`src/rtl/snitch_ro_cache_flush_ctrl.sv`:
```
// -----------------------------------------------------------------------------
// snitch_ro_cache_flush_ctrl
//
// Sequences flush and enable for the read-only constant cache. Several
// requesters (cores, DMA, control registers) share the single cache flush
// port. A flush round works as follows:
//   1. The controller captures every requester that is valid while idle.
//   2. It drops the cache enable so that new reads bypass the cache.
//   3. It waits until every in-flight cached read has drained.
//   4. It runs the flush handshake with the cache.
//   5. It acknowledges the captured requesters, then re-enables the cache.
//
// Ports:
//   clk_i               clock
//   rst_i               synchronous, active-high reset
//   enable_i            software cache enable
//   req_flush_valid_i   per-requester flush request, held until acknowledged
//   req_flush_ready_o   per-requester one-cycle completion pulse
//   ar_hs_i             AR handshake seen on the cache-path port
//   r_last_hs_i         last-R-beat handshake seen on the cache-path port
//   cache_enable_o      to the cache enable input (registered)
//   cache_flush_valid_o to the cache flush_valid input (registered)
//   cache_flush_ready_i from the cache flush_ready output
//   busy_o              high whenever a flush round is in progress
//   outstanding_o       current number of in-flight cached reads
// -----------------------------------------------------------------------------
module snitch_ro_cache_flush_ctrl #(
  parameter  int unsigned NrRequesters   = 4,
  parameter  int unsigned MaxOutstanding = 8,
  localparam int unsigned CntWidth       = $clog2(MaxOutstanding + 1)
) (
  input  logic                    clk_i,
  input  logic                    rst_i,
  input  logic                    enable_i,
  input  logic [NrRequesters-1:0] req_flush_valid_i,
  output logic [NrRequesters-1:0] req_flush_ready_o,
  input  logic                    ar_hs_i,
  input  logic                    r_last_hs_i,
  output logic                    cache_enable_o,
  output logic                    cache_flush_valid_o,
  input  logic                    cache_flush_ready_i,
  output logic                    busy_o,
  output logic [CntWidth-1:0]     outstanding_o
);

  localparam logic [CntWidth-1:0] CntMax = CntWidth'(MaxOutstanding);
  localparam logic [CntWidth-1:0] CntOne = CntWidth'(1);

  typedef enum logic [1:0] {
    Idle  = 2'd0,
    Drain = 2'd1,
    Flush = 2'd2,
    Ack   = 2'd3
  } state_e;

  state_e                  state_q, state_d;
  logic [CntWidth-1:0]     outstanding_q, outstanding_d;
  logic [NrRequesters-1:0] served_mask_q, served_mask_d;
  logic                    cache_enable_q;
  logic                    cache_flush_valid_q;
  logic [NrRequesters-1:0] req_ready;

  // ---------------------------------------------------------------------------
  // In-flight read counter. It runs in every state, so reads issued just
  // before the enable drops are still tracked. An AR and a last R beat in the
  // same cycle cancel out. An overflow or underflow is a protocol violation;
  // the counter saturates instead of wrapping.
  // ---------------------------------------------------------------------------
  always_comb begin
    outstanding_d = outstanding_q;
    if (ar_hs_i && !r_last_hs_i) begin
      if (outstanding_q != CntMax) begin
        outstanding_d = outstanding_q + CntOne;
      end
    end else if (!ar_hs_i && r_last_hs_i) begin
      if (outstanding_q != '0) begin
        outstanding_d = outstanding_q - CntOne;
      end
    end
  end

  // ---------------------------------------------------------------------------
  // Flush sequencing FSM: next state and acknowledge outputs.
  // ---------------------------------------------------------------------------
  always_comb begin
    state_d       = state_q;
    served_mask_d = served_mask_q;
    req_ready     = '0;
    unique case (state_q)
      Idle: begin
        // Every requester valid in this cycle is served by the same flush.
        // Requests raised later wait for the next round.
        if (|req_flush_valid_i) begin
          served_mask_d = req_flush_valid_i;
          state_d       = Drain;
        end
      end
      Drain: begin
        // The cache enable falls one cycle after capture, so an AR can still
        // be accepted in the first Drain cycle. An AR in the current cycle
        // also blocks the exit until it has been counted and drained.
        if ((outstanding_q == '0) && !ar_hs_i) begin
          state_d = Flush;
        end
      end
      Flush: begin
        if (cache_flush_ready_i) begin
          state_d = Ack;
        end
      end
      Ack: begin
        req_ready = served_mask_q;
        state_d   = Idle;
      end
      default: begin
        state_d = Idle;
      end
    endcase
  end

  // ---------------------------------------------------------------------------
  // State and registered outputs. Both cache-facing outputs are registered
  // from the next state. As a result, flush_valid holds high throughout
  // Flush and falls only after ready has been seen.
  // ---------------------------------------------------------------------------
  always_ff @(posedge clk_i) begin
    if (rst_i) begin
      state_q             <= Idle;
      outstanding_q       <= '0;
      served_mask_q       <= '0;
      cache_enable_q      <= 1'b0;
      cache_flush_valid_q <= 1'b0;
    end else begin
      state_q             <= state_d;
      outstanding_q       <= outstanding_d;
      served_mask_q       <= served_mask_d;
      cache_enable_q      <= enable_i && (state_d == Idle);
      cache_flush_valid_q <= (state_d == Flush);
    end
  end

  assign req_flush_ready_o   = req_ready;
  assign cache_enable_o      = cache_enable_q;
  assign cache_flush_valid_o = cache_flush_valid_q;
  assign busy_o              = (state_q != Idle);
  assign outstanding_o       = outstanding_q;

  // ---------------------------------------------------------------------------
  // Protocol checks on the in-flight counter.
  // ---------------------------------------------------------------------------
  counter_no_overflow: assert property (@(posedge clk_i) disable iff (rst_i)
    !(ar_hs_i && !r_last_hs_i && (outstanding_q == CntMax)));

  counter_no_underflow: assert property (@(posedge clk_i) disable iff (rst_i)
    !(!ar_hs_i && r_last_hs_i && (outstanding_q == '0)));

endmodule

```
`config.mk`:
```
export PLATFORM = sky130hd
export DESIGN_NAME = snitch_ro_cache_flush_ctrl
export DESIGN_NICKNAME = d
export VERILOG_FILES = /design/src/rtl/snitch_ro_cache_flush_ctrl.sv
export SDC_FILE = /design/constraint.sdc
export NUM_CORES = 1
export LEC_CHECK = 0
export BUFFER_PORTS_ARGS = -buffer_cell sky130_fd_sc_hd__buf_2
export CAP_MARGIN = 0
export CORE_AREA = 4 4 45 47
export CTS_CLUSTER_SIZE = 12
export DETAILED_ROUTE_END_ITERATION = 6
export DIE_AREA = 0 0 49 51
export PLACE_DENSITY = 0.71
export SLEW_MARGIN = 20
export SYNTH_ARGS = -nofsm -noshare
export SYNTH_HDL_FRONTEND = slang
export SYNTH_SLANG_ARGS = --single-unit
export TNS_END_PERCENT = 5
```
`constraint.sdc`:
```
create_clock -name clk_i -period 1.7 [get_ports clk_i]
set_input_delay 0.34 -clock clk_i [delete_from_list [all_inputs] [get_ports clk_i]]
set_output_delay 0.34 -clock clk_i [all_outputs]
set_load 0.01 [all_outputs]
```
# --- After elaboration in Yosys (flattened, before gate mapping) ---
# Index checks and enable logic that the tools add are counted.
totals:
  rom_bits: 0
  n_memories: 0
  ff_bits: 12
  latchBits: 0
  word_cells: 38
  in_bits: 10
  ram_bits: 0
op_classes:
  shift: 0
  order_cmp: 0
  div: 0
  bitwise_logic: 0
  n_addsub: 2
  mux: 9
  reduce_logical: 16
  n_mul: 0
  eq_ne: 6
op_table:
  columns: ["operator", "count"]
  rows:
  - ["4-bit two-way mux", 5]
  - ["2-bit one-hot mux with 4 select lines", 1]
  - ["2-bit == test, second input constant", 3]
  - ["2-bit two-way mux", 3]
  - ["2-bit nonzero test", 3]
  - ["4-bit by 1-bit adder with 4-bit output, second input constant", 1]
  - ["1-bit logical AND", 4]
  - ["2-bit zero test", 2]
  - ["4-bit zero test", 1]
  - ["4-bit != test, second input constant", 1]
  - ["4-bit nonzero test", 1]
  - ["4-bit OR reduction", 1]
  - ["4-bit by 1-bit subtractor with 4-bit output, second input constant", 1]
  - ["3-bit AND reduction", 1]
  - ["2-bit by 1-bit == test with 1-bit output, second input constant", 1]
  - ["1-bit zero test", 2]
  - ["2-bit by 1-bit != test with 1-bit output, second input constant", 1]
  - ["2-bit AND reduction", 1]

# --- Logic depth before layout (Yosys ltp) ---
logic_depth:
  depth_word: 6
  ltp_mapped: 8
  depth_no_buf: 8

# --- Worst setup path before layout ---
# Ideal clock, no wire load.
synth_timing:
  path_kind: "input to register"
  start: "in r_last_hs_i"
  end: "reg outstanding_q[3], in the netlist outstanding_o[3]"
  n_path_buf: 0
  setup_time_ps: 131
  slack_ps: -30
  arrival_ps: 1599
  path_stages: 8
  cell_sequence: "inv_1 ha_1 inv_1 ha_1 a21oi_1 a211oi_1 o21ai_0 o311ai_1"
synth_via:
  elab_chain_cells: 4
  word_cells_on_any_way: 8
  classes_between: "eq/ne (1); mux (1); reduce/logical (6)"
synth_lines:
  columns: ["item", "line_no", "text"]
  rows:
  - ["from (decl)", "38", "input logic r_last_hs_i,"]
  - ["1-bit zero test", "71", "if (ar_hs_i && !r_last_hs_i) begin"]
  - ["1-bit logical AND", "71", null]
  - ["2-bit by 1-bit != test with 1-bit output (no source line) or 2-bit nonzero test (tied branches)", null, null]
  - ["3-bit AND reduction (no source line)", null, null]
  - ["to (signal assigned)", "135", "outstanding_q <= outstanding_d;"]
  - ["to (decl)", "57", "logic [CntWidth-1:0] outstanding_q, outstanding_d;"]
# Parallel ways exist; a longest one is shown, timed or not.
# A chain may end at the register's enable or synchronous reset.

# --- Worst setup path after layout ---
layout_timing:
  start: "reg state_q[1]"
  end: "out busy_o"
layout_via:
  elab_chain_cells: 1
layout_lines:
  columns: ["item", "line_no", "text"]
  rows:
  - ["from (decl)", "56", "state_e state_q, state_d;"]
  - ["from (signal assigned)", "128", "state_q <= Idle;"]
  - ["from (signal assigned)", "134", "state_q <= state_d;"]
  - ["2-bit nonzero test", "145", "assign busy_o = (state_q != Idle);"]
  - ["to (decl)", "42", "output logic busy_o,"]
# No other way between the ends.

==> impl_metrics.py <==
metrics = {
    "place": {
        "pre_cts_ws_ns": -0.0656,
        "gp_congestion": 0.762,
        "place_area_sq_um": 820,
        "port_buffers": 20,
        "dp_hpwl_um": 1100,
        "place_inst": 111,
    },
    "floorplanning": {
        "die_x_um": 49,
        "row_count": 15,
        "start_util_pct": 40.8,
        "dieArea_sq_mm": 0.00250,
        "core-area_sq_mm": 0.00165,
        "dieHeight_um": 51,
        "ioPinCount": 21,
    },
    "sta": {
        "finalSetupViolCount": 0,
        "hold_violations": 0,
        "tns_ns": 0,
        "slew_viol_final": 0,
        "rsz0062_at_grt": "no",
        "whs_ns": 0.335,
        "fin_crit_sh_pct": 88.0,
        "slew_headroom_pct": 71.2,
        "layout_setup_ws_ns": 0.203,
        "skew_ns": 0.00902,
        "worst_pin_slew_ns": 0.430,
        "max_freq_mhz": 668,
        "layout_min_cycle_time_ns": 1.50,
    },
    "routing": {
        "drt-initial-drc-count": 15,
        "avgViaCountPerCell": 5.11,
        "via_count": 583,
        "ant_nets": 0,
        "drt-pass1-iter-count": 3,
        "wirelength_um": 1390,
        "wire_per_inst_um": 12.2,
        "drc": 0,
    },
    "finish": {
        "nNetsFinal": 113,
        "final_area_sq_um": 842,
        "n_fill_cell": 175,
        "fin_util_pct": 51.0,
        "diodes": 0,
        "final_cells": 114,
        "layout-drive-gt1-share_pct": 36.1,
        "register_area_sq_um": 240,
        "multi_input_area_sq_um": 417,
        "area_growth_pct": 25.1,
    },
    "synthesis": {
        "synth_nets": 86,
        "yosys_warnings": 0,
        "yosys-top-cells-count": "dfxtp_1 (12), nand2_1 (8), a21oi_1 (6), and3_1 (6), inv_1 (5)",
        "syn_inst": 72,
        "syn_area_per_cell_sq_um": 9.35,
        "yosys.area.top_type": "dfxtp_1",
        "synthMostInstantiatedCell": "dfxtp_1",
        "async_reset_ff_share_pct": 0,
        "synth_seq_area_share_pct": 35.7,
        "yosys-top-cells-area": "dfxtp_1 (36%), and3_1 (5.6%), ha_1 (5.6%)",
        "ys_seq_elements": 12,
        "synth-edff-count": 0,
        "synth_area_sq_um": 673,
        "synth.distinct_cells": 26,
        "synth_top_area_share_pct": 35.7,
        "synthFlopType": "dfxtp_1",
    },
    "critical_path": {
        "critical-path-max-stage-delay_ns": 0.37,
        "cpLargestDelayFamily": "flip-flops",
        "critPathCaptureType": "output port",
        "cp_num_buf_inv": 2,
        "startpoint_type": "flip-flop",
        "arrival_ns": 1.16,
        "cp_cell_sequence": "nor2_2 > inv_1 > buf_2",
        "path_class": "flip-flop to output port",
        "crit_path_max_fanout": 7,
        "required_ns": 1.36,
        "cp_slowest_cell": "dfxtp_1",
    },
    "cts": {
        "cts_tree": "yes",
        "htree_levels": 1,
        "cts_root_buffer": "clkbuf_4",
        "cts_buffer_depth": 2,
        "cts_hold_buf": 0,
        "cts.sinks": 12,
        "worst_skew_pair.late_latency_ns": 0.28,
        "post_cts_resized": 0,
        "postCtsSetupRepairBufs": 0,
        "cts_buffers": 3,
        "clk_pin_slew_worst_paths_ns": 0.07,
    },
    "flow_run": {
        "cap_viol_max_count": 0,
    },
    "power_and_ir_drop": {
        "p_leak_nw": 0.389,
        "finalPower_mw": 1.22,
        "p_per_area_mw_per_mm2": 1450,
        "ir_drop_mv": 0.637,
    },
    "outcome": {
        "status": "finished clean",
    },
    "worst_hold_path": {
        "hp-class": "input pin to flip-flop",
    },
    "grt": {
        "grt_pass1_wl_um": 2360,
        "track_usage_pct": 12.2,
        "grt_max_degree": 17,
        "antenna_found_initial": 0,
        "grt_pass1_vias": 530,
        "grt_remaining_overflow": 0,
    },
}
## layout by cell type, fill, tap and decap left out, types with 2 or more instances in the layout
cell type and count:
a211oi_1 2, a21oi_1 5, a22oi_1 2, a31oi_1 2
and3_1 6, buf_2 20, buf_4 3, clkbuf_4 3
dfxtp_1 12, ha_1 2, inv_1 5, nand2_1 8
nand2b_1 2, nand2b_4 2, nor2_1 4, nor2b_1 2
nor3_1 2, nor3b_1 2, xnor2_1 2
## logic make-up (layout without fill, tap and decap cells)
| family | Yosys count | in the layout | share of synthesized area [%] |
|---|---|---|---|
| AO/OA/AOI/OAI | 17 | 17 | 21.9 |
| XOR/XNOR | 2 | 2 | 2.60 |
| adder cells (fa/ha/maj) | 4 | 4 | 8.55 |
| flip-flops | 12 | 12 | 35.7 |
| AND/OR/NAND/NOR | 31 | 31 | 27.9 |
| buffers and inverters | 6 | 31 | 3.35 |
## area by class of cell
class | count | area share (%)
multi-input cells | 54 | 49.5
clock buffers | 3 | 2.67
repair buffers | 23 | 14.6
flip-flops and latches | 12 | 28.5
well taps | 17 | 2.53
inverters | 5 | 2.23
## report_power, final
group / switching [mW] / internal, mW / total, mW
sequential: 0.107 / 0.358 / 0.465
clock: 0.0883 / 0.0820 / 0.170
combinational: 0.296 / 0.293 / 0.589
total: 0.491 / 0.733 / 1.22
## state kept, by name, indices dropped and copies added, names as in the netlist
signal and flops:
cache_flush_valid_o 1, cache_enable_o 1, served_mask_q 4, state_q 2
outstanding_o 4
## path summary, 6_finish.rpt
kind	startpoint	end	slack, ns	cells past startpoint
setup / recovery	state_q[1]	busy_o	0.20	3
hold / removal	req_flush_valid_i[1]	served_mask_q[1]	0.33	3
setup reg to reg	outstanding_o[2]	outstanding_o[3]	0.30	5
hold reg to reg	served_mask_q[2]	served_mask_q[2]	0.45	2
## routing by layer
layer / GRT usage (%) / share of wire, % / vias up
li1: - / - / 306
met5: 0 / 0 / -
met1: 13.5 / 43 / 265
met2: 20.7 / 52 / 8
met4: 4.04 / 1.7 / 0
met3: 5.25 / 3.8 / 4
## worst register-to-register path, delay by kind of cell (launching register included)
| kind | cells | cell delay [ns] |
|---|---|---|
| AOI/OAI and AO/OA | 4 | 0.58 |
| DFF | 1 | 0.41 |
| adders and majority gates | 1 | 0.30 |
Power figures use the tool's default switching activity.
